**config.mk**
```make
export PLATFORM = sky130hd
export DESIGN_NAME = pu_riscv_pmacfg
export DESIGN_NICKNAME = d
export VERILOG_FILES = /design/src/rtl/pu_riscv_verilog_pkg.sv /design/src/rtl/pu_riscv_pmacfg_entry.sv /design/src/rtl/pu_riscv_pmacfg.sv
export SDC_FILE = /design/constraint.sdc
export NUM_CORES = 1
export LEC_CHECK = 0
export ABC_AREA = 1
export BUFFER_PORTS_ARGS = -buffer_cell sky130_fd_sc_hd__buf_2
export CORE_ASPECT_RATIO = 0.8
export CORE_MARGIN = 2
export CORE_UTILIZATION = 32
export CTS_BUF_LIST = sky130_fd_sc_hd__clkbuf_2 sky130_fd_sc_hd__clkbuf_4 sky130_fd_sc_hd__clkbuf_8
export DETAILED_ROUTE_END_ITERATION = 10
export GPL_TIMING_DRIVEN = 0
export HOLD_SLACK_MARGIN = 0.1
export REMOVE_ABC_BUFFERS = 1
export SYNTH_ARGS = -nofsm -noshare
export SYNTH_HDL_FRONTEND = slang
export SYNTH_SLANG_ARGS = --single-unit
```
**constraint.sdc**
```tcl
create_clock -name clk -period 11.5 [get_ports clk]
set_clock_uncertainty 0.05 [all_clocks]
set_input_delay 1.725 -clock clk [delete_from_list [all_inputs] [get_ports clk]]
set_output_delay 1.725 -clock clk [all_outputs]
set_load 0.02 [all_outputs]
```
**src/rtl/pu_riscv_verilog_pkg.sv**
```systemverilog
// Shared RISC-V encodings and the PMA configuration bank's constants and FSM state type.
// No logic: localparams and types only.
// No flow control of its own.
package pu_riscv_verilog_pkg;

    localparam logic [1:0] OFF   = 2'd0;
    localparam logic [1:0] TOR   = 2'd1;
    localparam logic [1:0] NA4   = 2'd2;
    localparam logic [1:0] NAPOT = 2'd3;

    localparam int   PMA_LOCK_BIT = 15;
    localparam logic PMA_SEL_CFG  = 1'b0;
    localparam logic PMA_SEL_ADR  = 1'b1;

    typedef enum logic {
        PMACFG_IDLE = 1'b0,
        PMACFG_RESP = 1'b1
    } pmacfg_state_t;

endpackage

```
**src/rtl/pu_riscv_pmacfg_entry.sv**
```systemverilog
// One PMA cfg/address/lock register triple with write enables and change detect (lock: PU_RISCV_PMA_LOCK_EN).
// Latency: stored values update on the edge where a write enable is high; read/next/change outputs are combinational.
// Backpressure: none; the parent gates the write enables against locks.
module pu_riscv_pmacfg_entry
    import pu_riscv_verilog_pkg::*;
#(
    parameter int XLEN = 64,
    parameter int PLEN = 64
) (
    input  logic              clk,
    input  logic              rst,
    input  logic              cfg_we_i,
    input  logic              adr_we_i,
    input  logic [13:0]       cfg_wdata_i,
    input  logic              lock_wdata_i,
    input  logic [PLEN-3:0]   adr_wdata_i,
    output logic [13:0]       cfg_o,
    output logic [XLEN-1:0]   adr_o,
    output logic              lock_o,
    output logic [XLEN-1:0]   cfg_rd_o,
    output logic [XLEN-1:0]   cfg_nxt_o,
    output logic [XLEN-1:0]   adr_nxt_o,
    output logic              cfg_chg_o,
    output logic              adr_chg_o
);

    logic [13:0]     cfg_q, cfg_d;
    logic [PLEN-3:0] adr_q, adr_d;
    logic            lock_nxt;

`ifdef PU_RISCV_PMA_LOCK_EN
    logic lock_q, lock_d;

    // A lock is sticky: only reset can clear it.
    assign lock_nxt = lock_q | lock_wdata_i;
    assign lock_d   = cfg_we_i ? lock_nxt : lock_q;
    assign lock_o   = lock_q;

    always_ff @(posedge clk or posedge rst) begin
        if (rst) lock_q <= 1'b0;
        else     lock_q <= lock_d;
    end
`else
    logic unused_lock;
    assign unused_lock = lock_wdata_i;
    assign lock_nxt    = 1'b0;
    assign lock_o      = 1'b0;
`endif

    always_comb begin
        cfg_d = cfg_we_i ? cfg_wdata_i : cfg_q;
        adr_d = adr_we_i ? adr_wdata_i : adr_q;

        cfg_rd_o               = '0;
        cfg_rd_o[13:0]         = cfg_q;
        cfg_rd_o[PMA_LOCK_BIT] = lock_o;

        cfg_nxt_o               = '0;
        cfg_nxt_o[13:0]         = cfg_wdata_i;
        cfg_nxt_o[PMA_LOCK_BIT] = lock_nxt;

        adr_nxt_o = XLEN'(adr_wdata_i);
        cfg_chg_o = (cfg_wdata_i != cfg_q) | (lock_nxt != lock_o);
        adr_chg_o = (adr_wdata_i != adr_q);
    end

    always_ff @(posedge clk or posedge rst) begin
        if (rst) begin
            cfg_q <= '0;
            adr_q <= '0;
        end else begin
            cfg_q <= cfg_d;
            adr_q <= adr_d;
        end
    end

    assign cfg_o = cfg_q;
    assign adr_o = XLEN'(adr_q);

endmodule

```
**src/rtl/pu_riscv_pmacfg.sv**
```systemverilog
// PMA configuration bank: CSR/debug read/write of PMA_CNT cfg/address entries, optional locking (PU_RISCV_PMA_LOCK_EN).
// Latency: command accepted at edge N, table update and registered response in cycle N+1.
// Backpressure: cmd_ready_o low for the response cycle (one command per two cycles); response cannot be stalled.
module pu_riscv_pmacfg
    import pu_riscv_verilog_pkg::*;
#(
    parameter int XLEN    = 64,
    parameter int PLEN    = 64,
    parameter int PMA_CNT = 4,
    parameter int IDX_W   = 4
) (
    input  logic                            clk,
    input  logic                            rst,
    input  logic                            cmd_valid_i,
    output logic                            cmd_ready_o,
    input  logic                            cmd_we_i,
    input  logic                            cmd_sel_i,
    input  logic [IDX_W-1:0]                cmd_idx_i,
    input  logic [XLEN-1:0]                 cmd_wdata_i,
    output logic                            rsp_valid_o,
    output logic [XLEN-1:0]                 rsp_rdata_o,
    output logic                            rsp_err_o,
    output logic [PMA_CNT-1:0][13:0]        pma_cfg_o,
    output logic [PMA_CNT-1:0][XLEN-1:0]    pma_adr_o,
    output logic                            pma_update_o
);

    pmacfg_state_t state_q, state_d;
    logic            rsp_valid_q, rsp_valid_d;
    logic            rsp_err_q, rsp_err_d;
    logic [XLEN-1:0] rsp_rdata_q, rsp_rdata_d;
    logic            pma_update_q, pma_update_d;

    logic [PMA_CNT-1:0]           cfg_we, adr_we, lock, adr_locked, cfg_chg, adr_chg;
    logic [PMA_CNT-1:0][XLEN-1:0] cfg_rd, cfg_nxt, adr_nxt;

    logic            accept, hit, sel_chg, sel_locked;
    logic [XLEN-1:0] sel_rd, sel_nxt;

    logic unused_wdata;
    assign unused_wdata = ^cmd_wdata_i[XLEN-1:PLEN-2];

    for (genvar g = 0; g < PMA_CNT; g++) begin : g_ent
        pu_riscv_pmacfg_entry #(.XLEN(XLEN), .PLEN(PLEN)) u_entry (
            .clk          (clk),
            .rst          (rst),
            .cfg_we_i     (cfg_we[g]),
            .adr_we_i     (adr_we[g]),
            .cfg_wdata_i  (cmd_wdata_i[13:0]),
            .lock_wdata_i (cmd_wdata_i[PMA_LOCK_BIT]),
            .adr_wdata_i  (cmd_wdata_i[PLEN-3:0]),
            .cfg_o        (pma_cfg_o[g]),
            .adr_o        (pma_adr_o[g]),
            .lock_o       (lock[g]),
            .cfg_rd_o     (cfg_rd[g]),
            .cfg_nxt_o    (cfg_nxt[g]),
            .adr_nxt_o    (adr_nxt[g]),
            .cfg_chg_o    (cfg_chg[g]),
            .adr_chg_o    (adr_chg[g])
        );

        // A locked TOR entry also freezes the address below it, which is its range base.
        if (g < PMA_CNT-1) begin : g_tor
            assign adr_locked[g] = lock[g] | (lock[g+1] & (pma_cfg_o[g+1][1:0] == TOR));
        end else begin : g_last
            assign adr_locked[g] = lock[g];
        end
    end

    always_comb begin
        accept     = cmd_valid_i & (state_q == PMACFG_IDLE);
        hit        = 1'b0;
        sel_rd     = '0;
        sel_nxt    = '0;
        sel_chg    = 1'b0;
        sel_locked = 1'b0;
        cfg_we     = '0;
        adr_we     = '0;
        for (int i = 0; i < PMA_CNT; i++) begin
            if (cmd_idx_i == IDX_W'(i)) begin
                hit = 1'b1;
                if (cmd_sel_i == PMA_SEL_CFG) begin
                    sel_rd     = cfg_rd[i];
                    sel_nxt    = cfg_nxt[i];
                    sel_chg    = cfg_chg[i];
                    sel_locked = lock[i];
                    cfg_we[i]  = accept & cmd_we_i & ~lock[i];
                end else begin
                    sel_rd     = pma_adr_o[i];
                    sel_nxt    = adr_nxt[i];
                    sel_chg    = adr_chg[i];
                    sel_locked = adr_locked[i];
                    adr_we[i]  = accept & cmd_we_i & ~adr_locked[i];
                end
            end
        end

        state_d      = state_q;
        rsp_valid_d  = 1'b0;
        rsp_err_d    = 1'b0;
        rsp_rdata_d  = '0;
        pma_update_d = 1'b0;
        case (state_q)
            PMACFG_IDLE: begin
                if (accept) begin
                    state_d     = PMACFG_RESP;
                    rsp_valid_d = 1'b1;
                    if (!hit) begin
                        rsp_err_d = 1'b1;
                    end else if (cmd_we_i && sel_locked) begin
                        rsp_err_d   = 1'b1;
                        rsp_rdata_d = sel_rd;
                    end else if (cmd_we_i) begin
                        rsp_rdata_d  = sel_nxt;
                        pma_update_d = sel_chg;
                    end else begin
                        rsp_rdata_d = sel_rd;
                    end
                end
            end
            default: state_d = PMACFG_IDLE;
        endcase
    end

    always_ff @(posedge clk or posedge rst) begin
        if (rst) begin
            state_q      <= PMACFG_IDLE;
            rsp_valid_q  <= 1'b0;
            rsp_err_q    <= 1'b0;
            rsp_rdata_q  <= '0;
            pma_update_q <= 1'b0;
        end else begin
            state_q      <= state_d;
            rsp_valid_q  <= rsp_valid_d;
            rsp_err_q    <= rsp_err_d;
            rsp_rdata_q  <= rsp_rdata_d;
            pma_update_q <= pma_update_d;
        end
    end

    assign cmd_ready_o  = (state_q == PMACFG_IDLE);
    assign rsp_valid_o  = rsp_valid_q;
    assign rsp_err_o    = rsp_err_q;
    assign rsp_rdata_o  = rsp_rdata_q;
    assign pma_update_o = pma_update_q;

endmodule

```
== Word level (Yosys, flattened, before mapping) ==
Index checks and enable logic that the tools add are counted.
Storage, ports and cells
  bits in registers: 371
  bits of input ports: 73
  output and inout bits: 380
  logic and storage cells: 75
Operators by class
  equality and inequality tests: 11
  mux-type cells: 48
  bitwise gates (word level): 3
  reductions and logical operators: 1
Operators by type and width (number)
  two-way mux 64 bit: 10
  two-way mux 62 bit: 7
  != test 62 bit: 4
  != test 14 bit: 4
  two-way mux 1 bit: 31
  equality test 4 x 2 -> 1 bit (second input constant): 2
  equality test 4 x 1 -> 1 bit (second input constant): 1
  zero test 4 bit: 1
  bitwise AND 1 bit: 2
  NOT 1 bit: 1

== Longest topological paths before layout ==
Gate-level depths: netlist of run 1.
  depth in word-level cells: 10
  depth in mapped cells: 14
  depth with buffers taken out: 13

== By module ==
From an unflattened synthesis of run 1, not the netlist that was laid out.
Unflattened totals
  cells, all modules: 5708
  area, all modules: 34982.3 um^2
By module, submodules not included
  pu_riscv_pmacfg_entry: instances 4, cells each 789, area an instance 5659.2 um^2, sequential area each 1901.8 um^2
  pu_riscv_pmacfg: instances 1, cells each 2552, area an instance 12345.6 um^2, sequential area each 1676.6 um^2

== Worst setup path after synthesis of run 1 ==
Ideal clock, no wire load.
  path kind: in2reg
  start point: input cmd_sel_i
  end point: register pma_update_q, in the netlist pma_update_o
  setup time: 122 ps
  arrival: 2882 ps
  data required time: 11328 ps
  path slack: 8446 ps
  stages: 11
  buffers on the path: 3
  cell sequence: buf_2 -> inv_1 -> buf_2 -> buf_2 -> o21ai_0 -> a221oi_1 -> nand4_1 -> nand2_1 -> nand2_1 -> nand2_1 -> a21oi_1
Between the ends
  word-level cells in the longest chain between the ends: 9
  elaborated cells on any way between the ends: 12
  those cells by class: 12 x mux
RTL lines
  start: declaration: RTL line pu_riscv_pmacfg.sv:17  | input logic cmd_sel_i,
  two-way mux 1 bit: RTL line pu_riscv_pmacfg.sv:82  | if (cmd_sel_i == PMA_SEL_CFG) begin
  two-way mux 1 bit (3 in series): RTL line pu_riscv_pmacfg.sv:80  | if (cmd_idx_i == IDX_W'(i)) begin
  two-way mux 1 bit (*): RTL line pu_riscv_pmacfg.sv:80
  two-way mux 1 bit (*): RTL line pu_riscv_pmacfg.sv:113  | end else if (cmd_we_i) begin
  two-way mux 1 bit (*): RTL line pu_riscv_pmacfg.sv:108  | if (!hit) begin
  two-way mux 1 bit (*): RTL line pu_riscv_pmacfg.sv:105  | if (accept) begin
  two-way mux 1 bit (*): RTL line pu_riscv_pmacfg.sv:103  | case (state_q)
  via pma_update_d: RTL line pu_riscv_pmacfg.sv:32  | logic pma_update_q, pma_update_d;
  end signal: assignment: RTL line pu_riscv_pmacfg.sv:137  | pma_update_q <= pma_update_d;
  end: declaration: RTL line pu_riscv_pmacfg.sv:32
The timed path passes the listed nets; every way through them passes the cells marked *.
A chain may end at the register's enable or synchronous reset.

== Worst setup path after layout of run 1 ==
  start point: input cmd_sel_i
  end point: register rsp_rdata_q[52], in the netlist rsp_rdata_o[52]
Between the ends
  word-level cells in the longest chain between the ends: 9
  elaborated cells on any way between the ends: 17
  those cells by class: 17 x mux
RTL lines
  two-way mux 62 bit: RTL line pu_riscv_pmacfg.sv:82
  two-way mux 62 bit: RTL line pu_riscv_pmacfg.sv:80
  two-way mux 64 bit (3 in series): RTL line pu_riscv_pmacfg.sv:80
  two-way mux 64 bit (*): RTL line pu_riscv_pmacfg.sv:113
  two-way mux 64 bit (*): RTL line pu_riscv_pmacfg.sv:108
  two-way mux 64 bit (*): RTL line pu_riscv_pmacfg.sv:105
  two-way mux 64 bit (*): RTL line pu_riscv_pmacfg.sv:103
  via rsp_rdata_d[52]: RTL line pu_riscv_pmacfg.sv:31  | logic [XLEN-1:0] rsp_rdata_q, rsp_rdata_d;
  end signal: assignment: RTL line pu_riscv_pmacfg.sv:136  | rsp_rdata_q <= rsp_rdata_d;
  end: declaration: RTL line pu_riscv_pmacfg.sv:31
Marked as above.

==> impl_metrics.py, run 1 <==
metrics = {
    "outcome": {
        "status": "completed",
    },
    "routing": {
        "postRouteAntennaNets": 0,
        "drt-total-wl_um": 102000,
        "drtPass1Iterations": 6,
        "drt_iter0_markers": 3195,
        "vias": 21540,
        "wl_per_cell_um": 25.34,
        "drc": 0,
        "viasPerCell": 5.351,
    },
    "timing": {
        "period_needed_ps": 5438,
        "min_period_over_period_pct": 47.29,
        "report.final.slew_viol_count": 0,
        "worstMarginPinSlew_ps": 1421,
        "worst_slack_ps": 6062,
        "rsz0062_at_grt": "false",
        "tns_ps": 0,
        "hold_viol_final": 0,
        "relSlewSlack_pct": 5.259,
        "fmax_mhz": 183.9,
        "setup_viol": 0,
    },
    "power": {
        "p_clk_share_pct": 35.2,
        "powerDensity_nw_per_um2": 160.8,
        "pwr-share-seq_pct": 40.5,
        "p_sw_share_pct": 37.66,
        "p_int_mw": 2.470,
        "pwr-share-comb_pct": 24.3,
        "p_leak_nw": 12.29,
        "switchingPower_mw": 1.492,
        "vdd_drop_max_mv": 0.08278,
    },
    "die": {
        "rows": 82,
        "die_w_um": 284.7,
        "die_h_um": 228.6,
        "coreArea_um2": 62480,
        "io_pins": 453,
        "start_util_pct": 32.29,
        "dieArea_um2": 65090,
    },
    "setup_path": {
        "cp-end-kind": "register",
        "arrival_ps": 5870,
        "crit_required_ps": 11930,
        "worst-setup-path-type": "input port to register",
        "crit_fanout": 71,
        "start_kind": "input port",
    },
    "cts": {
        "clock-sinks": 369,
        "clock_tree.root_cell": "clkbuf_8",
        "ctsResizeCount": 0,
        "postCtsHoldBufs": 0,
        "clkTransAtPathRegs_ps": 60,
        "clkLatencyLatePin_ps": 680,
        "htree_levels": 3,
        "cts_buffer_depth": 3,
        "cts_tree": "built",
        "cts_made_buffers": 69,
        "cts_setup_buffers": 0,
    },
    "placement": {
        "port_buffers": 440,
        "dp.cells": 3895,
        "gp_congestion": 0.9632,
        "post-place-ws_ps": 5269,
        "dp_hpwl_um": 74430,
    },
    "final_layout": {
        "drive_above_1_share_pct": 19.18,
        "fill_cells": 6584,
        "final_common_cell": "nand2_1",
        "stdcell_count": 4026,
        "final_util_pct": 39.42,
        "area_growth_pct": 22.08,
        "mostFrequentLayoutCells": "822 x nand2_1, 439 x buf_2, 409 x o21ai_0",
        "nets": 3200,
    },
    "logic_synthesis": {
        "ys_seq_elements": 369,
        "synth_top_area_share_pct": 45.76,
        "ys.flop_type": "dfrtp_1",
        "async_flop_share_pct": 100.0,
        "synth-edff-count": 0,
        "seq_area_frac_synth_pct": 45.76,
        "syn_inst": 2754,
        "syn-cell-area_um2": 20180,
        "ys_warn_count": 0,
        "syn_area_per_cell_um2": 7.326,
        "synth_top_cell_by_area": "dfrtp_1",
        "synthDistinctLibCells": 38,
        "synthTopCellsByArea": "dfrtp_1 46%, nand2_1 15%, o21ai_0 10%",
    },
    "global_route": {
        "grt_pass1_wl_um": 144100,
        "grt_overflow_total": 0,
        "grt_max_degree": 126,
        "first_global_vias": 19460,
        "antenna_found_initial": 11,
        "track_usage_pct": 30.58,
    },
    "job": {
        "maxCapViolCount": 0,
    },
    "min_path": {
        "holdCritPathClass": "register to register",
    },
}
[worst max-delay path, stage by stage]
cell	delay, ps
buf_2	1030
inv_2	760
nor2_2	660
inv_2	670
a211oi_1	950
[cell families (layout without fill, tap and decap cells)]
logic type / count (synthesis) / after routing / synth area share, %
AND/OR/NAND/NOR: 1125 / 1125 / 21.58
other: 1 / 15 / 0.01859
multiplexers: 3 / 3 / 0.1488
flip-flops: 369 / 369 / 45.76
buffers and inverters: 465 / 883 / 9.277
XOR/XNOR: 68 / 68 / 2.952
AO/OA/AOI/OAI: 723 / 723 / 20.26
[per-layer routing]
layer | vias up | GRT usage (%) | share of wire (%)
met5 | - | 0 | 0.10
li1 | 9711 | - | -
met1 | 10340 | 42.35 | 42
met2 | 1283 | 44.72 | 42
met3 | 196 | 9.950 | 12
met4 | 14 | 10.25 | 3.8
[worst paths after layout]
check	start	slack, ps	to	depth (start not counted)
setup reg to reg	rsp_valid_o	7880	rsp_rdata_o[52]	7
setup / recovery	cmd_sel_i	6060	rsp_rdata_o[52]	5
min in group asynchronous	rst	1030	g_ent[0].u_entry.adr_q[9]	2
max in group asynchronous	rst	8920	rsp_rdata_o[20]	4
hold / removal	g_ent[2].u_entry.adr_q[43]	460	g_ent[2].u_entry.adr_q[43]	2
hold reg to reg	g_ent[2].u_entry.adr_q[43]	460	g_ent[2].u_entry.adr_q[43]	2
[synthesized netlist by cell type, drive strengths merged, types with 3 or more instances]
library cell	number
a2111oi	6
buf	77
nand3	31
nor2	241
nand2	828
a31oi	4
o221ai	25
dfrtp	369
a211oi	48
nor3	16
a21oi	109
inv	297
clkbuf	86
a22o	4
xnor2	45
o211ai	19
nand3b	3
nand4	4
mux2i	3
o22ai	76
clkinv	5
o21ai	413
xor2	23
a221oi	16
[sequential cells by signal, indices dropped and copies added, names as in the netlist]
register / count
rsp_err_o: 1
rsp_valid_o: 1
rsp_rdata_o: 62
g_ent.u_entry.adr_q: 248
pma_update_o: 1
g_ent.u_entry.cfg_o: 56
[per-stage QoR]
| stage | hold slack (ps) | cell area (um^2) | power [mW] |
|---|---|---|---|
| global placement | 436.8 | 22730 | 2.554 |
| finish | 460.8 | 24630 | 3.962 |
| global route | 484.9 | 24620 | 4.130 |
| detailed placement | 443.4 | 23120 | 2.567 |
| floorplan | 560.6 | 19470 | 2.094 |
| CTS | 457.9 | 24590 | 3.960 |
[power by group through the flow]
stage	registers, mW	clock network (mW)	logic [mW]
3_5_place_dp	1.62	0	0.947
2_1_floorplan	1.73	0	0.367
5_1_grt	1.62	1.47	1.04
3_3_place_gp	1.62	0	0.935
6_report	1.61	1.40	0.961
4_1_cts	1.60	1.41	0.951
[area by class of cell]
class,instances,area (um^2),area share (%)
well taps,840,1051,4.267
clock buffers,105,1289,5.232
multi-input cells,1929,9138,37.10
flip-flops and latches,369,9234,37.49
diodes,5,12.51,0.05080
inverters,302,1144,4.643
clock inverters,20,178.9,0.7264
repair buffers,456,2585,10.49
Power figures use the tool's default switching activity.
==> inputs of run 2 (changes only) <==
Settings changed: ABC_AREA 1 to 0.
Clock period 11.5 ns to 5.65 ns, I/O delays scaled along.
==> impl_metrics.py, run 2 <==
metrics = {
    "outcome": {
        "status": "completed",
    },
    "min_path": {
        "holdCritPathClass": "input port to asynchronous set/reset pin",
    },
    "final_layout": {
        "nets": 2243,
        "final_common_cell": "buf_2",
        "area_growth_pct": 22.60,
        "regMostFlops": "g_ent.u_entry.adr_q",
        "final_cell_area_um2": 23920,
        "mostFrequentLayoutCells": "437 x buf_2, 369 x dfrtp_1, 223 x mux2_2",
        "largest_reg_flops": 248,
        "drive_above_1_share_pct": 37.65,
    },
    "die": {
        "coreArea_um2": 59960,
        "dieArea_um2": 62970,
        "rows": 80,
        "die_h_um": 224.8,
        "die_w_um": 280.1,
        "start_util_pct": 32.54,
        "io_pins": 453,
    },
    "setup_path": {
        "cp-end-kind": "register",
        "crit_required_ps": 6150,
        "start_kind": "input port",
        "worst-setup-path-type": "input port to register",
        "arrival_ps": 4620,
        "crit_fanout": 73,
    },
    "power": {
        "p_leak_nw": 11.78,
        "power.total_mw": 7.777,
        "vdd_drop_max_mv": 0.1308,
        "powerDensity_nw_per_um2": 325.1,
    },
    "job": {
        "maxCapViolCount": 0,
    },
    "timing": {
        "worstMarginPinSlew_ps": 1382,
        "worst_slack_ps": 1526,
        "hold_viol_final": 0,
        "setup_viol": 0,
        "rsz0062_at_grt": "false",
        "relSlewSlack_pct": 7.551,
        "fmax_mhz": 242.5,
        "report.final.slew_viol_count": 0,
        "min_period_over_period_pct": 72.98,
        "period_needed_ps": 4124,
        "tns_ps": 0,
    },
    "routing": {
        "drt-total-wl_um": 85700,
        "wl_per_cell_um": 28.58,
        "drt_iter0_markers": 1469,
        "viasPerCell": 5.525,
        "drtPass1Iterations": 5,
        "drc": 0,
        "vias": 16570,
        "postRouteAntennaNets": 0,
    },
    "cts": {
        "htree_levels": 3,
        "ctsResizeCount": 0,
        "clock-sinks": 369,
        "cts_tree": "built",
        "postCtsHoldBufs": 0,
        "cts_setup_buffers": 0,
        "clkLatencyLatePin_ps": 670,
        "clock_tree.root_cell": "clkbuf_8",
        "clkTransAtPathRegs_ps": 70,
        "cts_made_buffers": 69,
        "cts_buffer_depth": 3,
    },
    "global_route": {
        "track_usage_pct": 26.82,
        "grt_pass1_wl_um": 121200,
        "grt_max_degree": 123,
        "antenna_found_initial": 5,
        "grt_overflow_total": 0,
        "first_global_vias": 16090,
    },
    "placement": {
        "port_buffers": 440,
        "post-place-ws_ps": 850.5,
        "place_area_um2": 22520,
        "gp_congestion": 0.9348,
        "dp_hpwl_um": 64710,
    },
    "logic_synthesis": {
        "syn_inst": 1798,
        "synthTopCellsByCount": "369 x dfrtp_1, 223 x mux2_2, 145 x xor2_1",
        "synthDistinctLibCells": 46,
        "ys.flop_type": "dfrtp_1",
        "synth_top_area_share_pct": 47.33,
        "ys_seq_elements": 369,
        "synthTopCellsByArea": "dfrtp_1 47%, mux2_2 13%, xor2_1 6.5%",
        "ys_warn_count": 0,
        "syn-cell-area_um2": 19510,
        "seq_area_frac_synth_pct": 47.33,
        "async_flop_share_pct": 100.0,
        "synth.most_common_cell": "dfrtp_1",
        "syn_area_per_cell_um2": 10.85,
        "synth-edff-count": 0,
        "synth_top_cell_by_area": "dfrtp_1",
    },
}
==> run 2: cell types whose count changed after synthesis, moves of 31 or more <==
| cell | previous run | this run |
|---|---|---|
| o21ai_0 | 409 | 110 |
| mux2_2 | 0 | 223 |
| mux2i_1 | 3 | 62 |
| xor2_1 | 23 | 145 |
| nand2_1 | 827 | 107 |
| nor2_1 | 234 | 72 |
| nor4_1 | 0 | 53 |
| nand4_1 | 4 | 35 |
| xnor2_1 | 45 | 91 |
| inv_1 | 286 | 64 |
| o22ai_1 | 76 | 27 |
| a221oi_1 | 16 | 63 |
| a21oi_1 | 109 | 60 |
==> run 2: worst paths after layout <==
path	startpoint	to	slack [ps]	depth (start not counted)
min in group clk	cmd_wdata_i[33]	g_ent[3].u_entry.adr_q[33]	480	3
worst min-delay path	rst	rsp_rdata_o[2]	240	2
worst max-delay path	cmd_idx_i[1]	pma_update_o	1530	9
worst min register to register	g_ent[3].u_entry.cfg_o[11]	g_ent[3].u_entry.cfg_o[11]	510	2
max in group asynchronous	rst	g_ent[3].u_entry.adr_q[17]	3830	4
worst max register to register	rsp_valid_o	g_ent[3].u_entry.adr_q[26]	2040	8
==> run 2: metrics by stage <==
stage / utilization, % / cells / hold WS [ps]
2_1_floorplan: - / 1631 / 580.9
5_1_grt: 39.89 / 2998 / 257.5
6_report: 39.89 / 2999 / 235.6
3_3_place_gp: 36.60 / 2850 / 475.7
3_5_place_dp: 37.56 / 2878 / 493.8
4_1_cts: 39.87 / 2997 / 226.0
==> run 2: cell families (layout without fill, tap and decap cells) <==
family          after synthesis  count (layout)  synth area share (%)
buf+inv                     241             652                 5.233
mux                         301             301                 17.82
other cells                   1              12               0.01922
xor+xnor                    236             236                 10.60
simple gates                297             297                 7.170
flops                       369             369                 47.33
compound gates              353             353                 11.83
==> run 2: final cells by class <==
| cell class | count | area, um^2 |
|---|---|---|
| clock inverters | 17 | 97.59 |
| diodes | 2 | 5.005 |
| flip-flops and latches | 369 | 9234 |
| multi-input cells | 1197 | 9344 |
| fillers | 5880 | 36040 |
| clock buffers | 102 | 1291 |
| repair buffers | 468 | 2720 |
| well taps | 779 | 974.7 |
| inverters | 65 | 251.5 |
==> run 2: worst max-delay path, cell delays in order <==
cell     delay (ps)
buf_6           450
buf_16          430
inv_1           200
or3_1           710
nor4_1          810
nand4_1         380
nor4_1          470
nor4_1          100
and3_1          170
==> run 2: where the power goes <==
group          switching (mW)  total [mW]  internal, mW
registers               0.401        3.29          2.89
clock network            1.23        2.69          1.46
logic                    1.16        1.79         0.631
==> run 2: metal layers <==
metal | routed length [um] | vias to the layer above | part of all wire, % | global-route usage (%)
li1 | - | 7166 | - | -
met1 | 36670 | 8499 | 43 | 36.51
met2 | 38520 | 782 | 45 | 40.82
met3 | 8425 | 117 | 9.8 | 8.767
met4 | 2061 | 4 | 2.4 | 7.228
met5 | 25 | - | 0.029 | 0
